`src/rtl/keypad_scan.sv`:
```
// keypad_scan: row-scanning driver and debouncer for a ROWS x COLS key matrix.
// Drives one row low at a time, samples the (synchronized) column lines and
// reports a debounced press as a key code plus a one-cycle valid strobe.
// Optional feature macro: KEY_REPEAT_EN (auto-repeat strobes while a key is held).
module keypad_scan #(
  parameter int ROWS          = 4,
  parameter int COLS          = 4,
  parameter int SETTLE        = 4,
  parameter int DEBOUNCE      = 20,
  parameter int REPEAT_DELAY  = 500,
  parameter int REPEAT_PERIOD = 100
) (
  input  logic            clk,
  input  logic            rst_n,
  input  logic [COLS-1:0] col_in,
  output logic [ROWS-1:0] row_out,
  output logic [3:0]      key_code,
  output logic            key_valid,
  output logic            key_down
);

  localparam logic [1:0] ST_SCAN     = 2'd0;
  localparam logic [1:0] ST_PRESS_DB = 2'd1;
  localparam logic [1:0] ST_HOLD     = 2'd2;
  localparam logic [1:0] ST_REL_DB   = 2'd3;

  localparam int RW = (ROWS > 1) ? $clog2(ROWS) : 1;
  localparam int CW = (COLS > 1) ? $clog2(COLS) : 1;

  // One counter width shared by the dwell, debounce and repeat timers.
  localparam int MAX_A   = (SETTLE > DEBOUNCE) ? SETTLE : DEBOUNCE;
  localparam int MAX_B   = (REPEAT_DELAY > REPEAT_PERIOD) ? REPEAT_DELAY : REPEAT_PERIOD;
  localparam int CNT_MAX = (MAX_A > MAX_B) ? MAX_A : MAX_B;
  localparam int CNT_W   = $clog2(CNT_MAX + 1);

  localparam logic [CNT_W-1:0] SETTLE_LAST = CNT_W'(SETTLE - 1);
  localparam logic [CNT_W-1:0] DB_LAST     = CNT_W'(DEBOUNCE - 1);
`ifdef KEY_REPEAT_EN
  localparam logic [CNT_W-1:0] REP_DELAY_LAST  = CNT_W'(REPEAT_DELAY - 1);
  localparam logic [CNT_W-1:0] REP_PERIOD_LAST = CNT_W'(REPEAT_PERIOD - 1);
`endif

  logic [COLS-1:0]  col_meta;
  logic [COLS-1:0]  col_s;
  logic [1:0]       state;
  logic [RW-1:0]    row_idx;
  logic [RW-1:0]    row_nxt;
  logic [ROWS-1:0]  row_nxt_drive;
  logic [CNT_W-1:0] dwell_cnt;
  logic [CNT_W-1:0] db_cnt;
  logic [CW-1:0]    cand_col;
  logic             cand_bit;
`ifdef KEY_REPEAT_EN
  logic [CNT_W-1:0] rep_cnt;
  logic             rep_first;
`endif

  // Lowest-index column reading 0 (closed); lower columns win ties.
  function automatic logic [CW-1:0] lowest_zero(input logic [COLS-1:0] c);
    logic [CW-1:0] idx;
    idx = '0;
    for (int i = COLS - 1; i >= 0; i--) begin
      if (!c[i]) idx = CW'(i);
    end
    return idx;
  endfunction

  // Key code is row * COLS + col.
  function automatic logic [3:0] make_code(input logic [RW-1:0] r, input logic [CW-1:0] c);
    return 4'(int'(r) * COLS + int'(c));
  endfunction

  // Next row in scan order and its active-low one-hot drive pattern.
  always_comb begin
    row_nxt       = (row_idx == RW'(ROWS - 1)) ? '0 : row_idx + 1'b1;
    row_nxt_drive = ~(ROWS'(1) << row_nxt);
  end

  assign cand_bit = col_s[cand_col];

  // Two-flop synchronizer on the asynchronous column lines (idle = all 1s).
  always_ff @(posedge clk or negedge rst_n) begin
    if (!rst_n) begin
      col_meta <= '1;
      col_s    <= '1;
    end else begin
      col_meta <= col_in;
      col_s    <= col_meta;
    end
  end

  // Scan / debounce / hold state machine with registered outputs.
  always_ff @(posedge clk or negedge rst_n) begin
    if (!rst_n) begin
      state     <= ST_SCAN;
      row_idx   <= '0;
      row_out   <= ~ROWS'(1);
      dwell_cnt <= '0;
      db_cnt    <= '0;
      cand_col  <= '0;
      key_code  <= '0;
      key_valid <= 1'b0;
      key_down  <= 1'b0;
`ifdef KEY_REPEAT_EN
      rep_cnt   <= '0;
      rep_first <= 1'b1;
`endif
    end else begin
      key_valid <= 1'b0;
      case (state)
        ST_SCAN: begin
          if (dwell_cnt == SETTLE_LAST) begin
            dwell_cnt <= '0;
            if (col_s != '1) begin
              // Row stays driven while the candidate is debounced.
              cand_col <= lowest_zero(col_s);
              db_cnt   <= '0;
              state    <= ST_PRESS_DB;
            end else begin
              row_idx <= row_nxt;
              row_out <= row_nxt_drive;
            end
          end else begin
            dwell_cnt <= dwell_cnt + 1'b1;
          end
        end
        ST_PRESS_DB: begin
          if (cand_bit) begin
            db_cnt  <= '0;
            state   <= ST_SCAN;
            row_idx <= row_nxt;
            row_out <= row_nxt_drive;
          end else if (db_cnt == DB_LAST) begin
            db_cnt    <= '0;
            key_code  <= make_code(row_idx, cand_col);
            key_valid <= 1'b1;
            key_down  <= 1'b1;
            state     <= ST_HOLD;
`ifdef KEY_REPEAT_EN
            rep_cnt   <= '0;
            rep_first <= 1'b1;
`endif
          end else begin
            db_cnt <= db_cnt + 1'b1;
          end
        end
        ST_HOLD: begin
          if (cand_bit) begin
            db_cnt <= '0;
            state  <= ST_REL_DB;
`ifdef KEY_REPEAT_EN
            rep_cnt   <= '0;
            rep_first <= 1'b1;
`endif
          end
`ifdef KEY_REPEAT_EN
          else if (rep_cnt == (rep_first ? REP_DELAY_LAST : REP_PERIOD_LAST)) begin
            // First repeat after the long delay, then at the shorter period.
            rep_cnt   <= '0;
            rep_first <= 1'b0;
            key_valid <= 1'b1;
          end else begin
            rep_cnt <= rep_cnt + 1'b1;
          end
`endif
        end
        ST_REL_DB: begin
          if (!cand_bit) begin
            // Key closed again: back to HOLD without a new strobe.
            db_cnt <= '0;
            state  <= ST_HOLD;
`ifdef KEY_REPEAT_EN
            rep_cnt   <= '0;
            rep_first <= 1'b1;
`endif
          end else if (db_cnt == DB_LAST) begin
            db_cnt   <= '0;
            key_down <= 1'b0;
            state    <= ST_SCAN;
            row_idx  <= row_nxt;
            row_out  <= row_nxt_drive;
          end else begin
            db_cnt <= db_cnt + 1'b1;
          end
        end
        default: state <= ST_SCAN;
      endcase
    end
  end

endmodule

```
`config.mk`:
```
export PLATFORM = sky130hd
export DESIGN_NAME = keypad_scan
export DESIGN_NICKNAME = d
export VERILOG_FILES = /design/src/rtl/keypad_scan.sv
export SDC_FILE = /design/constraint.sdc
export NUM_CORES = 1
export LEC_CHECK = 0
export CORE_AREA = 2 2 75 77
export DETAILED_ROUTE_END_ITERATION = 12
export DIE_AREA = 0 0 77 79
export PLACE_DENSITY_LB_ADDON = 0.12
export SETUP_SLACK_MARGIN = 0.3
export SKIP_LAST_GASP = 1
export SYNTH_ARGS = -nofsm -noshare
export SYNTH_HDL_FRONTEND = slang
export SYNTH_SLANG_ARGS = --single-unit
```
`constraint.sdc`:
```
create_clock -name clk -period 2 [get_ports clk]
set_input_delay 0.5 -clock clk [delete_from_list [all_inputs] [get_ports clk]]
set_output_delay 0.5 -clock clk [all_outputs]
set_load 0.1 [all_outputs]
```
## Word-level counts from Yosys, hierarchy flattened

Index checks and enable logic that the tools add are counted.
W data, S select, Z words.

- Register bits after elaboration: 42
- Logic and storage cells: 89

- $add $sub $neg: 4
- Magnitude comparators: 1
- Equality and inequality tests: 18
- Shifts and indexed selects: 1
- Muxes and demuxes: 43
- Bitwise logic cells: 2
- Reduce and logical (&&, ||, !) cells: 9

Operators with widths:

| operator | number |
|---|---|
| $mux W9 | 7 |
| $pmux W9 S4 | 1 |
| $mux W2 | 17 |
| $mux W4 | 5 |
| $add A9 B1 Y9 const B | 2 |
| $ne A2 B2 Y1 const B | 9 |
| $pmux W4 S3 | 1 |
| $reduce_and A5 Y1 | 2 |
| $eq A9 B2 Y1 const B | 1 |
| $eq A9 B5 Y1 const B | 1 |
| $reduce_and A3 Y1 | 3 |
| $mux W1 | 8 |
| $pmux W2 S4 | 1 |
| $eq A2 B2 Y1 const B | 3 |
| $ne A3 B3 Y1 const B | 2 |
| $pmux W2 S3 | 1 |
| $reduce_and A6 Y1 | 1 |
| $add A4 B2 Y4 | 1 |
| $ne A4 B4 Y1 const B | 1 |
| $not A4 Y4 | 1 |
| $shl A1 B2 Y4 const A | 1 |
| $lt A2 B3 Y1 const B | 1 |
| $reduce_bool A3 Y1 | 1 |
| $add A2 B1 Y2 const B | 1 |
| other kinds (6) | 6 |

## Longest topological paths before layout

Gate-level depths: netlist (run 1).

- Word-level depth: 7
- Depth in mapped cells: 7
- Mapped depth without buffers: 6

## Least setup slack after synthesis (run 1)

OpenSTA, ideal clock, no wires.

- Kind: register to register
- From: register dwell_cnt[0]
- To: register row_idx[0]
- Library setup time: 0.125 ns
- Data arrival time: 1.800 ns
- Setup slack: 0.075 ns
- Cell stages (with the launch flop): 7
- Buffers on the path: 1
- Clock period less this slack: 1.925 ns
- Path through: dfrtp_1 ha_1 nor4b_1 a211o_1 and3_1 buf_6 mux2_4

- Longest elaborated chain between the ends: 3

Ends and longest elaborated chain:

| what | line | text |
|---|---|---|
| start, declared | 49 | `logic [CNT_W-1:0] dwell_cnt;` |
| start signal, assigned | 124 | `dwell_cnt <= dwell_cnt + 1'b1;` |
| $eq A9 B2 Y1 | 112 | `if (dwell_cnt == SETTLE_LAST) begin` |
| $ne A2 B2 Y1 (no line) | - |  |
| $reduce_and A6 Y1 (no line) | - |  |
| end signal, assigned | 120 | `row_idx <= row_nxt;` |
| end signal, assigned | 131 | `row_idx <= row_nxt;` |
| end signal, assigned | 180 | `row_idx <= row_nxt;` |
| end, declared | 46 | `logic [RW-1:0] row_idx;` |

Every way passes these cells.
A chain may end at the register's enable or synchronous reset.

## Worst setup path after layout (run 1)

- From: register cand_col[1]
- To: register key_code[2]

- Longest elaborated chain between the ends: 4

Ends and longest elaborated chain:

| what | line | text |
|---|---|---|
| start, declared | 51 | `logic [CW-1:0] cand_col;` |
| start signal, assigned | 116 | `cand_col <= lowest_zero(col_s);` |
| $bmux W1 S2 | 79 | `assign cand_bit = col_s[cand_col];` |
| $mux W1 (implied by the code) | 79 |  |
| $not A1 Y1 (no line) | - |  |
| $reduce_and A3 Y1 (no line) | - |  |
| end signal, assigned | 135 | `key_code <= make_code(row_idx, cand_col);` |
| end, declared | 17 | `output logic [3:0] key_code,` |

Several ways; a longest one is shown, not always the timed one. The select of a mux whose other input is x is not followed.

==> reports/summary.txt, run 1 <==
Io pins: 16
Sink Count: 42
Netlist cell types: 41
Multiplexer share of the synthesized area: 0.110
Final instance area: 2730 um^2
MaxCap Viol Count: 0
TritonCTS clock tree: done
Final slew viol count: 0
Die width: 77 um
Syn. warnings: 0
Grt ovf: 0
Final min period: 1740 ps
Seq/Total Area, Yosys: 0.527
Port bufs: 15
N_diodes: 0
Status: complete, no violations
Placement Setup Slack: 32.2 ps
First-pass GRT wire length: 7260 um
# setup viols final: 0
Area Growth Syn to Fin: 35.3%
Post-synthesis simple-gate area fraction: 0.155
Filler Cell Count: 510
Total track usage: 0.149
Synth Flop Type: dfrtp_1
Fmax: 0.575 GHz
Worst Path Required: 2180 ps
VDD IR max: 0.653 mV
Vias in the first global route: 1,552
DP HPWL: 2570 um
Rows: 27
First DRT Iteration DRCs: 59
Pre-antenna DRT Iters: 4
Crit path DAT: 1920 ps
Clock-pin slew on the worst setup and hold paths: 90 ps
Complex-gate fraction of the synthesized area: 0.118
Die ar.: 6080 um^2
Fin worst setup slack: 260 ps
Post-Synth XOR/XNOR Area: 0.0217
Largest family of logic cells by synthesized area: simple AND/OR/NAND/NOR gates
Root buffer cell: clkbuf_8
Antenna Violating Nets Remaining: 0
Asr flop ratio synth: 1.00
Clock Skew: 9.44 ps
Crit. End Element: flip-flop
DR WL/cell: 13.9 um
Via count: 1,492
Nets@finish: 229
Die height: 79 um
DRC: 0
Worst-path maximum fanout: 4
CTS buffer count: 5
Clk buf depth: 2
Relative slew slack: 0.648
GPL Wtd Cong: 0.794
H-tree levels: 2
Power Dens Cells: 1220 nW/um^2
Flops & latches, synth: 42
Share of cells above drive strength 1: 0.390
Cells after Synth: 177
RSZ-0062 raised after global routing: true
Setup TNS Final: 0 ps
Post-route clock period utilization: 0.870
Core Region: 5340 um^2
Worst slew pin tran: 528 ps
Post-DP Area: 2410 um^2
Syn_nets: 189
Adder-Cell Fraction of Synth Area: 0.0372
Final hold violation count: 0
Startpoint Class: flip-flop
Leak: 1.26 nW
Hold_buf cts: 0
Initial antenna violation count: 0
EDFF count, synth: 0
Largest net degree at the start of global routing: 43
Synthesized area: 2020 um^2
Final WL: 4020 um
Syn avg cell area: 11.4 um^2
Worst-Skew Late Latency: 300 ps
Initial core utilization: 0.378
Vias per cell: 5.14
HP Class: primary input to async pin
Setup CP Type: flip-flop to flip-flop
power breakdown:
part / total, W / switching (W) / internal [W]
clock network: 0.000546 / 0.000300 / 0.000246
logic: 0.00152 / 0.000770 / 0.000750
registers: 0.00126 / 0.000216 / 0.00105
cells in the final DEF (no fill, tap or decap), types with 10 or more instances in the layout:
master / synthesis / final
buf_4: 0 / 20
nand2_1: 14 / 12
dfrtp_1: 31 / 28
dfstp_2: 11 / 11
nand3_1: 11 / 10
buf_12: 0 / 10
o21ai_0: 13 / 11
metrics by stage:
stage,std cells,hold slack (ps),utilization,total power (W)
6_report,290,254,0.512,0.00333
5_1_grt,290,312,0.512,0.00354
3_3_place_gp,269,347,0.452,0.00248
2_1_floorplan,177,204,-,0.00211
3_5_place_dp,269,348,0.452,0.00252
4_1_cts,289,274,0.504,0.00331
cell type report:
cell class	count	area (um^2)	area share
Clock buffer	6	72.6	0.0266
Clock inverter	2	13.8	0.00504
Inverter	7	26.3	0.00962
Multi-Input combinational cell	123	1030	0.377
Sequential cell	42	1070	0.391
Tap cell	72	90.1	0.0330
Timing Repair Buffer	38	429	0.157
sequential cells by signal, summed over array words and instances (netlist names), named ones only:
name and cells:
key_code 4, row_out 4, cand_col 2, row_idx 2, state 1, db_cnt 9, key_down 1, dwell_cnt 9
col_meta 4, col_s 4, key_valid 1
critical path, cell delays in order, from the launching register on:
cell,delay [ps]
dfrtp_2,470
buf_4,160
mux4_2,340
nor3_4,200
buf_4,160
mux2_4,290
final timing paths:
check	from	to	slack, ps	depth (start not counted)
min in group clk	col_meta[3]	col_s[3]	360	0
setup / recovery	cand_col[1]	key_code[2]	260	5
hold reg to reg	col_meta[3]	col_s[3]	360	0
max in group asynchronous	rst_n	db_cnt[5]	1350	2
setup reg to reg	cand_col[1]	key_code[2]	260	5
hold / removal	rst_n	row_out[0]	250	2
cells in the mapped netlist (2+ instances only):
master / n / share of area
a21o_1: 5 / 0.019
a21oi_1: 5 / 0.012
a22o_1: 4 / 0.017
and3_1: 8 / 0.025
and4_1: 2 / 0.0087
buf_2: 2 / 0.0050
buf_6: 2 / 0.011
dfrtp_1: 31 / 0.38
dfstp_2: 11 / 0.14
ha_1: 6 / 0.037
inv_1: 7 / 0.013
mux2_2: 8 / 0.045
mux2_4: 2 / 0.015
mux2i_1: 8 / 0.040
nand2_1: 14 / 0.026
nand2b_1: 2 / 0.0062
nand3_1: 11 / 0.027
nand4_1: 2 / 0.0062
nor2_1: 7 / 0.013
nor3b_1: 2 / 0.0074
nor4b_1: 3 / 0.013
o21ai_0: 13 / 0.032
xor2_1: 4 / 0.017
timing repair:
action                                  in CTS  in global routing
buffers inserted                            12                  1
endpoints found under the setup margin      16                 21
resized for setup                           18                 11
hold endpoints to repair                     0                  0
pin swaps                                    8                  6
routing by layer:
metal / part of all wire / global-route usage / up-vias
li1: - / - / 718
met1: 0.45 / 0.188 / 748
met2: 0.51 / 0.253 / 21
met3: 0.029 / 0.0364 / 5
met4: 0.011 / 0.0536 / 0
met5: 0 / 0 / -
cell families after synthesis:
logic type               Yosys count
AO/OA/AOI/OAI                     36
buffers and inverters             12
multiplexers                      19
adder cells (fa/ha/maj)            6
XOR/XNOR                           5
flip-flops                        42
AND/OR/NAND/NOR                   57
Note: power is estimated with default switching activity, not from simulation.
==> inputs of run 2 (changes only) <==
Settings changed: HOLD_SLACK_MARGIN set to 0.12.
==> results of run 2 <==
Final layout, timing and power as in run 1 (identical DEF).
==> inputs of run 3 (changes only) <==
Settings changed: CORE_AREA 2 2 75 77 to 2 2 68 83, DIE_AREA 0 0 77 79 to 0 0 70 85, SETUP_SLACK_MARGIN 0.3 to 0.05, SLEW_MARGIN set to 20.
==> run 3 against run 2 <==
  * Cell area down 6.4%
  * Clock skew rose by 2.4 ps
  * Non-clock buffer count down 5
  * Critical path type unchanged
==> reports/summary.txt, run 3 (same netlist as run 1, synthesis figures left out) <==
Share of cells above drive strength 1: 0.315 (-0.0754)
Die ar.: 5950 um^2 (-2.2%)
Largest net degree at the start of global routing: 23 (-47%)
Final WL: 3840 um (-4.6%)
Crit. End Element: flip-flop
R2R Path Start: dwell_cnt[0]
Hold slack: 154 ps (-99.7 ps)
R2R depth: 7 (+2)
Clk buf depth: 2 (unchanged)
RSZ-0062 raised after global routing: false
Grt ovf: 0 (unchanged)
Area Growth Syn to Fin: 26.6%
Root buffer cell: clkbuf_8
Setup CP Type: flip-flop to flip-flop
TritonCTS clock tree: done
Sink Count: 42 (unchanged)
Port bufs: 15 (unchanged)
Pre-antenna DRT Iters: 4 (unchanged)
Filler Cell Count: 470 (-7.8%)
Flop2flop setup slack: 210 ps (-50 ps)
Worst Path Required: 2230 ps (+50 ps)
VDD IR max: 0.468 mV (-28%)
First-pass GRT wire length: 6910 um (-4.8%)
Initial antenna violation count: 0 (unchanged)
Total track usage: 0.145 (-0.00393)
Overall power: 0.00314 W (-5.5%)
Nets@finish: 224 (-2.2%)
Io pins: 16 (unchanged)
Hold_buf cts: 0 (unchanged)
CP max stage delay: 420 ps (-50 ps)
Final slew viol count: 0 (unchanged)
Worst-Skew Late Latency: 300 ps (about the same)
Worst reg2reg endpoint: db_cnt[5]
Final hold violation count: 0 (unchanged)
Crit path depth: 7 (+2)
First DRT Iteration DRCs: 49 (-17%)
Leak: 1.22 nW (-3.0%)
Crit path DAT: 2020 ps (+100 ps)
Crit path max-delay family: compound AO/OA/AOI/OAI gates
Regs by FF count: db_cnt: 9 flops, dwell_cnt: 9 flops
Die height: 85 um (+7.6%)
Relative slew slack: 0.671 (+0.0230)
DP HPWL: 2870 um (+12%)
Startpoint Class: flip-flop
Most frequent cells in the layout: 31 x dfrtp_1, 18 x buf_4, 14 x nand2_1
CTS buffer count: 5 (unchanged)
Post-route clock period utilization: 0.895 (+0.0255)
Fmax: 0.558 GHz (-2.8%)
Area occupied by registers: 1060 um^2 (-0.35%)
# setup viols final: 0 (unchanged)
Crit path cell chain: ha_1 > nor4b_2 > buf_4 > a31o_2 > a21oi_4 > a21o_1 > a22o_1
Area occupied by multi-input gates: 912 um^2 (-12%)
Commonest non-fill, non-tap cell in the layout: dfrtp_1
Final min period: 1790 ps (+51.0 ps)
H-tree levels: 2 (unchanged)
MaxCap Viol Count: 0 (unchanged)
Rows: 29 (+7.4%)
Initial core utilization: 0.392 (+0.0136)
Power Dens Cells: 1230 nW/um^2 (+0.93%)
Clock-pin slew on the worst setup and hold paths: 80 ps (about the same)
DRC: 0 (unchanged)
Worst slew pin tran: 493 ps (-34.5 ps)
Setup TNS Final: 0 ps (unchanged)
Final core utilization: 0.496 (-0.0156)
Vias in the first global route: 1,452 (-6.4%)
Status: complete, no violations
Buffers plus inverters on the worst setup path: 1 (-1)
Die width: 70 um (-9.1%)
DR WL/cell: 14.0 um (+0.60%)
HP Class: primary input to async pin
Antenna Violating Nets Remaining: 0 (unchanged)
N_diodes: 0 (unchanged)
GPL Wtd Cong: 0.814 (+2.6%)
Core Region: 5150 um^2 (-3.5%)
Via count: 1,432 (-4.0%)
Vias per cell: 5.21 (+1.2%)
Clock Skew: 11.9 ps (+2.43 ps)
Worst-path maximum fanout: 10 (+6)
Slowest cell on the critical path: dfrtp_1
-- run 3: timing repair --
action / in CTS / in global routing
endpoints found under the hold margin: 0 / 0
gates cloned: 0 / 0
setup buffers: 0 / 3
endpoints found under the setup margin: 1 / 6
pin swaps: 0 / 1
resized for setup: 2 / 2
-- run 3: power breakdown --
part | switching, W | total [W] | internal [W]
Combinational | 0.000733 | 0.00134 | 0.000612
Sequential | 0.000188 | 0.00123 | 0.00104
Clock | 0.000291 | 0.000568 | 0.000277
Total | 0.00121 | 0.00314 | 0.00193
-- run 3: worst max path at each step --
stage                      start    endpoint  slack [ps]
floorplan           dwell_cnt[0]  row_idx[0]          80
global placement       db_cnt[0]  row_out[0]          90
detailed placement     db_cnt[0]  row_out[2]          50
CTS                    db_cnt[3]  row_out[2]         120
global route         cand_col[1]   db_cnt[5]          60
finish              dwell_cnt[0]   db_cnt[5]         210
-- run 3: layer usage --
| metal | global-route usage | vias up | share of wire |
|---|---|---|---|
| li1 | - | 707 | - |
| met1 | 0.184 | 696 | 0.44 |
| met2 | 0.235 | 19 | 0.50 |
| met3 | 0.0309 | 10 | 0.029 |
| met4 | 0.0752 | 0 | 0.030 |
| met5 | 0 | - | 0 |
-- run 3: area by class of cell --
type	count	share of cell area
clock inverters	2	0.00489
multi-input cells	123	0.357
well taps	62	0.0303
repair buffers	33	0.149
flip-flops and latches	42	0.417
clock buffers	6	0.0323
inverters	7	0.0103
-- run 3: stage by stage --
stage,std cells,instance area (um^2),setup WS (ps)
finish,275,2560,209
global route,275,2560,57.2
CTS,272,2530,122
detailed placement,264,2420,52.0
global placement,264,2420,93.4
floorplan,177,2020,75.2
